`src/rtl/spi_mem_ctrl_fsm.sv`:
```
// Transaction sequencer for the SPI data memory: command, address latch,
// read prefetch / write commit strobes and MISO enable, with optional burst.
module spi_mem_ctrl_fsm #(
  parameter int ADDR_WIDTH   = 7,
  parameter int DATA_WIDTH   = 8,
  parameter int READ_LATENCY = 1,
  parameter int BURST_EN     = 1,
  localparam int CMD_BITS    = ADDR_WIDTH + 1,
  localparam int MAX_AD      = (CMD_BITS > DATA_WIDTH) ? CMD_BITS : DATA_WIDTH,
  localparam int MAX_ALL     = (MAX_AD > READ_LATENCY) ? MAX_AD : READ_LATENCY,
  localparam int CNT_W       = $clog2(MAX_ALL + 1)
) (
  input  logic             clk,
  input  logic             reset,
  input  logic             cs,
  input  logic             sclk_posedge,
  input  logic             sclk_negedge,
  input  logic             rw_bit,
  output logic             addr_we,
  output logic             addr_inc,
  output logic             dm_we,
  output logic             sr_we,
  output logic             miso_enable,
  output logic             busy,
  output logic [2:0]       state,
  output logic [CNT_W-1:0] bit_count
);

  typedef enum logic [2:0] {
    S_IDLE         = 3'd0,
    S_GET          = 3'd1,
    S_GOT          = 3'd2,
    S_READ_WAIT    = 3'd3,
    S_READ_SHIFT   = 3'd4,
    S_WRITE_SHIFT  = 3'd5,
    S_WRITE_COMMIT = 3'd6,
    S_DONE         = 3'd7
  } state_e;

  localparam logic [CNT_W-1:0] A_LAST = CNT_W'(ADDR_WIDTH);
  localparam logic [CNT_W-1:0] D_LAST = CNT_W'(DATA_WIDTH - 1);
  localparam logic [CNT_W-1:0] L_LAST = CNT_W'(READ_LATENCY - 1);
  localparam logic             BURST  = (BURST_EN != 0);

  state_e           state_q, state_d;
  logic [CNT_W-1:0] cnt_q, cnt_d;

  logic addr_we_q, addr_inc_q, dm_we_q;
  logic sr_we_q, miso_q, busy_q;
  logic addr_inc_d;

  always_comb begin
    state_d = state_q;
    cnt_d   = cnt_q;
    if (cs) begin
      state_d = S_IDLE;
      cnt_d   = '0;
    end else begin
      unique case (state_q)
        S_IDLE: begin
          state_d = S_GET;
          cnt_d   = '0;
        end
        S_GET: begin
          if (sclk_posedge) begin
            if (cnt_q == A_LAST) begin
              state_d = S_GOT;
              cnt_d   = '0;
            end else begin
              cnt_d = cnt_q + 1'b1;
            end
          end
        end
        S_GOT: begin
          state_d = rw_bit ? S_READ_WAIT : S_WRITE_SHIFT;
          cnt_d   = '0;
        end
        S_READ_WAIT: begin
          if (cnt_q == L_LAST) begin
            state_d = S_READ_SHIFT;
            cnt_d   = '0;
          end else begin
            cnt_d = cnt_q + 1'b1;
          end
        end
        S_READ_SHIFT: begin
          if (sclk_negedge) begin
            if (cnt_q == D_LAST) begin
              state_d = BURST ? S_READ_WAIT : S_DONE;
              cnt_d   = '0;
            end else begin
              cnt_d = cnt_q + 1'b1;
            end
          end
        end
        S_WRITE_SHIFT: begin
          if (sclk_posedge) begin
            if (cnt_q == D_LAST) begin
              state_d = S_WRITE_COMMIT;
              cnt_d   = '0;
            end else begin
              cnt_d = cnt_q + 1'b1;
            end
          end
        end
        S_WRITE_COMMIT: begin
          state_d = BURST ? S_WRITE_SHIFT : S_DONE;
          cnt_d   = '0;
        end
        S_DONE: begin
          state_d = S_DONE;
        end
        default: begin
          state_d = S_IDLE;
          cnt_d   = '0;
        end
      endcase
    end
  end

  // Outputs are decoded from the next state so they line up with state_q.
  always_comb begin
    addr_inc_d = 1'b0;
    if (BURST) begin
      addr_inc_d = (state_d == S_WRITE_COMMIT) ||
                   ((state_q == S_READ_SHIFT) &&
                    (state_d == S_READ_WAIT));
    end
  end

  always_ff @(posedge clk or posedge reset) begin
    if (reset) begin
      state_q    <= S_IDLE;
      cnt_q      <= '0;
      addr_we_q  <= 1'b0;
      addr_inc_q <= 1'b0;
      dm_we_q    <= 1'b0;
      sr_we_q    <= 1'b0;
      miso_q     <= 1'b0;
      busy_q     <= 1'b0;
    end else begin
      state_q    <= state_d;
      cnt_q      <= cnt_d;
      addr_we_q  <= (state_d == S_GOT);
      addr_inc_q <= addr_inc_d;
      dm_we_q    <= (state_d == S_WRITE_COMMIT);
      sr_we_q    <= (state_d == S_READ_WAIT) && (cnt_d == L_LAST);
      miso_q     <= (state_d == S_READ_SHIFT);
      busy_q     <= (state_d != S_IDLE) && (state_d != S_DONE);
    end
  end

  assign addr_we     = addr_we_q;
  assign addr_inc    = addr_inc_q;
  assign dm_we       = dm_we_q;
  assign sr_we       = sr_we_q;
  assign miso_enable = miso_q;
  assign busy        = busy_q;
  assign state       = state_q;
  assign bit_count   = cnt_q;

endmodule

```
`config.mk`:
```
export PLATFORM = sky130hd
export DESIGN_NAME = spi_mem_ctrl_fsm
export DESIGN_NICKNAME = d
export VERILOG_FILES = /design/src/rtl/spi_mem_ctrl_fsm.sv
export SDC_FILE = /design/constraint.sdc
export NUM_CORES = 1
export LEC_CHECK = 0
export BUFFER_PORTS_ARGS = -buffer_cell sky130_fd_sc_hd__buf_4
export CAP_MARGIN = 15
export CORE_MARGIN = 3
export CORE_UTILIZATION = 57
export DETAILED_ROUTE_END_ITERATION = 8
export PLACE_DENSITY = 0.82
export SYNTH_ARGS = -nofsm -noshare
export SYNTH_HDL_FRONTEND = slang
export SYNTH_SLANG_ARGS = --single-unit
```
`constraint.sdc`:
```
create_clock -name clk -period 2.5 [get_ports clk]
set_input_delay 0 -clock clk [delete_from_list [all_inputs] [get_ports clk]]
set_output_delay 0 -clock clk [all_outputs]
set_load 0.005 [all_outputs]
```
# Word-level counts from Yosys, hierarchy flattened
# Index checks and enable logic that the tools add are counted.
# classes
n_reduce_logical	10
addsub	1
n_mux	16
n_eq_ne	13
# ops
operator	count
$mux W3	9
$pmux W3 S8	1
$mux W4	5
$eq A3 B3 Y1 const B	6
$pmux W4 S4	1
$eq A3 B2 Y1 const B	4
$logic_not A4 Y1	2
$add A4 B1 Y4 const B	1
$eq A4 B3 Y1 const B	1
$eq A3 B1 Y1 const B	1
$logic_and A1 B1 Y1	3
$logic_not A3 Y1	1
$ne A3 B3 Y1 const B	1
$reduce_bool A3 Y1	1
$reduce_or A3 Y1	1
$reduce_or A2 Y1	1
$logic_or A1 B1 Y1	1
# word_totals
in_bits	6
output_inout_bits	13
register_bits	13
elab_cells	48

# Longest topological paths before layout
# depth
ltp_word	8
depth_mapped	7
mapped_depth_nobuf	7

# Worst setup path after synthesis
# Ideal clock, no wire load.
# synth_path
kind	register to register
from	register cnt_q[0], in the netlist bit_count[0]
to	register sr_we_q, in the netlist sr_we
setup_ps	96
arrival_ps	1654
stages_incl_launch_ff	7
path_buffers	0
period_less_slack_ps	1750
setup_slack_ps	750
t_required_ps	2404
path_cell_list	dfrtp_1 > ha_1 > and3b_4 > nand3_4 > a211oi_4 > o211ai_1 > nor4_2
# synth_between
elab_chain_cells	7
elab_cells_between_ends	21
classes_between	1 x add/sub; 2 x eq/ne; 15 x mux; 3 x reduce/logical
# synth_lines
item	line	text
start, declared	46	logic [CNT_W-1:0] cnt_q, cnt_d;
start signal, assigned	143	cnt_q <= cnt_d;
$add A4 B1 Y4 or $eq A4 B3 Y1 (tied branches)	--	
$mux W4 (tied with other cells)	66, 88, 98	
$mux W4 (tied with other cells)	97	if (sclk_posedge) begin
$pmux W4 S4 or $pmux W3 S8 (tied branches)	59	unique case (state_q)
$mux W4 or $mux W3 (tied branches)	55	if (cs) begin
$logic_not A4 Y1 or $eq A3 B2 Y1 (tied branches)	147	sr_we_q <= (state_d == S_READ_WAIT) && (cnt_d == L_LAST);
$logic_and A1 B1 Y1 (*)	147	
end signal, assigned	147	
end, declared	49	logic sr_we_q, miso_q, busy_q;
# Every way passes the cells marked *; elsewhere a longest branch is shown, timed or not.

# Worst setup path in the final report
# layout_path
from	register cnt_q[0], in the netlist bit_count[0]
to	register sr_we_q, in the netlist sr_we
# layout_between
elab_chain_cells	7
elab_cells_between_ends	21
classes_between	1 x add/sub; 2 x eq/ne; 15 x mux; 3 x reduce/logical
# layout_lines
item	line	text
$eq A4 B3 Y1	66, 88, 98	
$mux W3, on equally long branches	98, 66, 88	
$mux W3, on equally long branches	97, 65, 87	
$pmux W3 S8 (*)	59	
$mux W3 (*)	55	
named net state_d[1]	45	state_e state_q, state_d;
$eq A3 B2 Y1 (*)	147	
$logic_and A1 B1 Y1 (*)	147	
# Mark *: on every way through the listed nets, which the timed path passes. The rest lies on a longest branch.

==> impl_metrics.py <==
metrics = {
    "worst_setup_path": {
        "crit_path_top_delay_cell": "sky130_fd_sc_hd__dfrtp_1",
        "worst_setup_path_end_kind": "flip-flop",
        "worstSetupStartpoint": "bit_count[0]",
        "ff2ff_path_depth": 7,
        "ws_path_type": "flip-flop to flip-flop",
        "worst_r2r_startpoint": "bit_count[0]",
        "path_depth": 7,
        "worstPathCellList": "inv_1 > ha_1 > nor3b_2 > nor3_2 > o31a_2 > o211ai_1 > nor4_2",
        "critical_path.endpoint": "sr_we",
        "crit-reg2reg-capture": "sr_we",
        "max_stage_delay_ns": 0.45,
        "critical_path_data_arrival_time_ns": 2.25,
        "crit_buf_inv": 1,
        "cp_data_required_time_ns": 2.68,
        "r2r_slack_ns": 0.43,
        "timing.critical_path.from_type": "flip-flop",
        "worstPathMaxFanout": 7,
        "critical-path-top-delay-family": "simple AND/OR/NAND/NOR gates",
    },
    "yosys": {
        "number_of_enable_type_register_cells_in_the_synthesized_netlist": 0,
        "distinct_cells_synth": 49,
        "synthesis.yosys.warnings": 0,
        "synth_top_area_share_pct": 35.8,
        "synth.area.top_cells": "sky130_fd_sc_hd__dfrtp_1, sky130_fd_sc_hd__nor2_1, sky130_fd_sc_hd__ha_1, sky130_fd_sc_hd__nor3b_2, sky130_fd_sc_hd__a211oi_4",
        "yosys_register_bits": 13,
        "synth_seq_area_share_pct": 35.8,
        "syn-instance-count": 93,
        "synth_area_leader_cell": "sky130_fd_sc_hd__dfrtp_1",
        "postSynth.topFlopCell": "sky130_fd_sc_hd__dfrtp_1",
        "async_reset_ff_share_pct": 100,
        "syn_nets": 101,
        "average_instance_area_after_synthesis_sq_um": 9.77,
        "mappedNetlistArea_sq_um": 908,
    },
    "routing": {
        "drt_iter0_markers": 27,
        "drtPass1Iterations": 4,
        "routedWlPerCell_microns": 16.2,
        "detail_route.wirelength_mm": 2.08,
        "drc": 0,
        "post_drt_via_cell_ratio": 6.47,
        "vias": 828,
        "final_antenna_net_count": 0,
    },
    "cts": {
        "clkLatencyLatePin_ns": 0.28,
        "path_clk_slew_ns": 0.08,
        "cts-root-to-sink-buffers": 2,
        "cts.htree.levels": 1,
        "clk_root_buffer_cell": "sky130_fd_sc_hd__clkbuf_4",
        "cts_tree": "built",
        "postCtsSetupBuffers": 0,
        "cts_made_buffers": 3,
        "tritoncts_num_sinks": 13,
    },
    "sta": {
        "final-max-slew-violation-count": 0,
        "setup_viol_count_final": 0,
        "max-slew-margin-rel_pct": 65.1,
        "worstMarginPinSlew_ns": 0.524,
        "maxClockFrequency_ghz": 0.484,
        "unrepaired_setup_endpoints_after_global_routing": "no",
        "setup_tns_ns": 0,
        "clock-skew-final_ns": 0.00675,
        "timing.hold.ws_ns": 0.172,
        "final.min_clock_period_ns": 2.07,
        "final.period_utilization_pct": 82.6,
        "timing.final.hold_violations": 0,
    },
    "die": {
        "placement_rows": 13,
        "floorplan.initialDensity_pct": 64.9,
        "die-area_sq_um": 2110,
        "fp.dieW_microns": 45.9,
        "die-height_microns": 45.9,
        "core_sq_um": 1400,
        "num_io_pins": 19,
    },
    "global_route": {
        "grt.total_usage_pct": 22.7,
        "grt_first_pass_wirelength_mm": 3.44,
        "grt_remaining_overflow": 0,
        "grt_antenna_before_repair": 0,
        "pin_count_of_the_biggest_net_entering_global_routing": 18,
        "grt_pass1_vias": 762,
    },
    "power": {
        "p_leak_uw": 0.000456,
        "design_power_total_uw": 399,
        "power.density_cell_area_nw_per_um2": 369,
        "vdd.ir_drop.worst_mv": 0.331,
    },
    "hold_path": {
        "worst_min_delay_path_class": "input pin to flip-flop",
    },
    "final_layout": {
        "n_antenna_cell": 0,
        "final_layout_size_suffix_gt1_share_pct": 34.5,
        "design.final.nets": 122,
        "syn_to_final_growth_pct": 18.9,
    },
    "outcome": {
        "outcome": "finished, final reports clean",
    },
    "place": {
        "finalWeightedCongestion": 0.813,
        "port-buffer-count": 18,
        "detailed_place_hpwl_mm": 1.53,
    },
    "job": {
        "max_cap_viol_count": 0,
    },
}
## layout make-up
cell class | count | area [sq um]
Clock buffer | 4 | 26.3
Fill cell | 103 | 319
Inverter | 4 | 15.0
Multi-Input combinational cell | 72 | 539
Sequential cell | 13 | 325
Tap cell | 15 | 18.8
Timing Repair Buffer | 20 | 155
## metal layers
metal	global-route usage (%)	part of all wire, %	vias up
met5	0	0	-
met4	6.25	2.5	0
met3	9.09	7.6	6
met2	33.5	46	35
met1	30.3	44	392
li1	-	-	395
## through the flow
step / std cells / instance area, sq um / utilization [%] / worst slack [ns]
after floorplan: 93 / 908 / - / 0.750
after global placement: 122 / 1030 / 73.9 / 0.532
after detailed placement: 122 / 1030 / 73.9 / 0.471
after CTS: 128 / 1080 / 77.2 / 0.453
after global routing: 128 / 1080 / 77.2 / 0.293
final: 128 / 1080 / 77.2 / 0.435
## where the power goes
part | switching, uW | leakage (uW) | internal, uW
Clock | 66.8 | 0.0000150 | 61.8
Sequential | 7.25 | 0.000176 | 213
Combinational | 25.7 | 0.000265 | 23.9
Total | 99.7 | 0.000456 | 299
## logic make-up (layout without fill, tap and decap cells)
| kind of cell | count (synthesis) | count (layout) | synth area share [%] |
|---|---|---|---|
| compound gates | 25 | 25 | 23.3 |
| xor+xnor | 1 | 1 | 0.964 |
| fa+ha+maj | 2 | 2 | 2.75 |
| buf+inv | 8 | 28 | 4.82 |
| flops | 13 | 13 | 35.8 |
| simple gates | 44 | 44 | 32.4 |
## timing repair
item / 4_1_cts / 5_1_grt
endpoints found under the hold margin: 17 / 0
gates resized for setup: 0 / 0
hold buffers: 2 / 0
## flip-flops by register name, indices dropped and copies added, names as in the netlist
signal,flops
dm_we,1
state,3
addr_inc,1
miso_enable,1
bit_count,4
addr_we,1
sr_we,1
busy,1
## worst register-to-register path: cells and delay by family, from the launching register on
| kind | cells | cell delay [ns] |
|---|---|---|
| flip-flops | 1 | 0.45 |
| adder cells (fa/ha/maj) | 1 | 0.19 |
| AO/OA/AOI/OAI | 2 | 0.43 |
| buffers and inverters | 1 | 0.09 |
| AND/OR/NAND/NOR | 3 | 0.81 |
## synth_stat cells (2+ instances only)
cell type and number:
sky130_fd_sc_hd__nor3b_1 2, sky130_fd_sc_hd__o21ai_0 3, sky130_fd_sc_hd__o22ai_1 2, sky130_fd_sc_hd__dfrtp_1 13, sky130_fd_sc_hd__nor2_1 13, sky130_fd_sc_hd__a31oi_1 2, sky130_fd_sc_hd__ha_1 2, sky130_fd_sc_hd__a211o_1 2
sky130_fd_sc_hd__nor3b_2 2, sky130_fd_sc_hd__nand2_1 5, sky130_fd_sc_hd__inv_1 4, sky130_fd_sc_hd__nor4b_1 2, sky130_fd_sc_hd__o211ai_1 2, sky130_fd_sc_hd__nand3_1 2, sky130_fd_sc_hd__and3_1 2, sky130_fd_sc_hd__nand3b_1 2
## layout by cell type (no fill, tap or decap), types with 2 or more instances in the layout
cell type,instances
sky130_fd_sc_hd__buf_4,18
sky130_fd_sc_hd__nor2_1,13
sky130_fd_sc_hd__dfrtp_1,13
sky130_fd_sc_hd__nand2_1,5
sky130_fd_sc_hd__inv_1,4
sky130_fd_sc_hd__o21ai_0,3
sky130_fd_sc_hd__clkbuf_4,3
sky130_fd_sc_hd__nor3b_2,2
sky130_fd_sc_hd__nand3b_1,2
sky130_fd_sc_hd__nor4b_1,2
sky130_fd_sc_hd__and3_1,2
sky130_fd_sc_hd__a31oi_1,2
sky130_fd_sc_hd__nor3b_1,2
sky130_fd_sc_hd__nand3_1,2
sky130_fd_sc_hd__a211o_1,2
sky130_fd_sc_hd__o211ai_1,2
sky130_fd_sc_hd__o22ai_1,2
sky130_fd_sc_hd__ha_1,2
sky130_fd_sc_hd__dlygate4sd3_1,2
## worst min-delay path by stage
stage | from | end | slack (ns) | cells past startpoint
after global placement | reset | sr_we | 0.03 | 2
after CTS | sclk_negedge | dm_we | 0.17 | 4
after detailed placement | reset | bit_count[3] | 0.05 | 2
final | sclk_negedge | dm_we | 0.17 | 4
after global routing | sclk_negedge | dm_we | 0.19 | 4
after floorplan | reset | addr_inc | -0.12 | 1
Note: power is estimated with default switching activity, not from simulation.
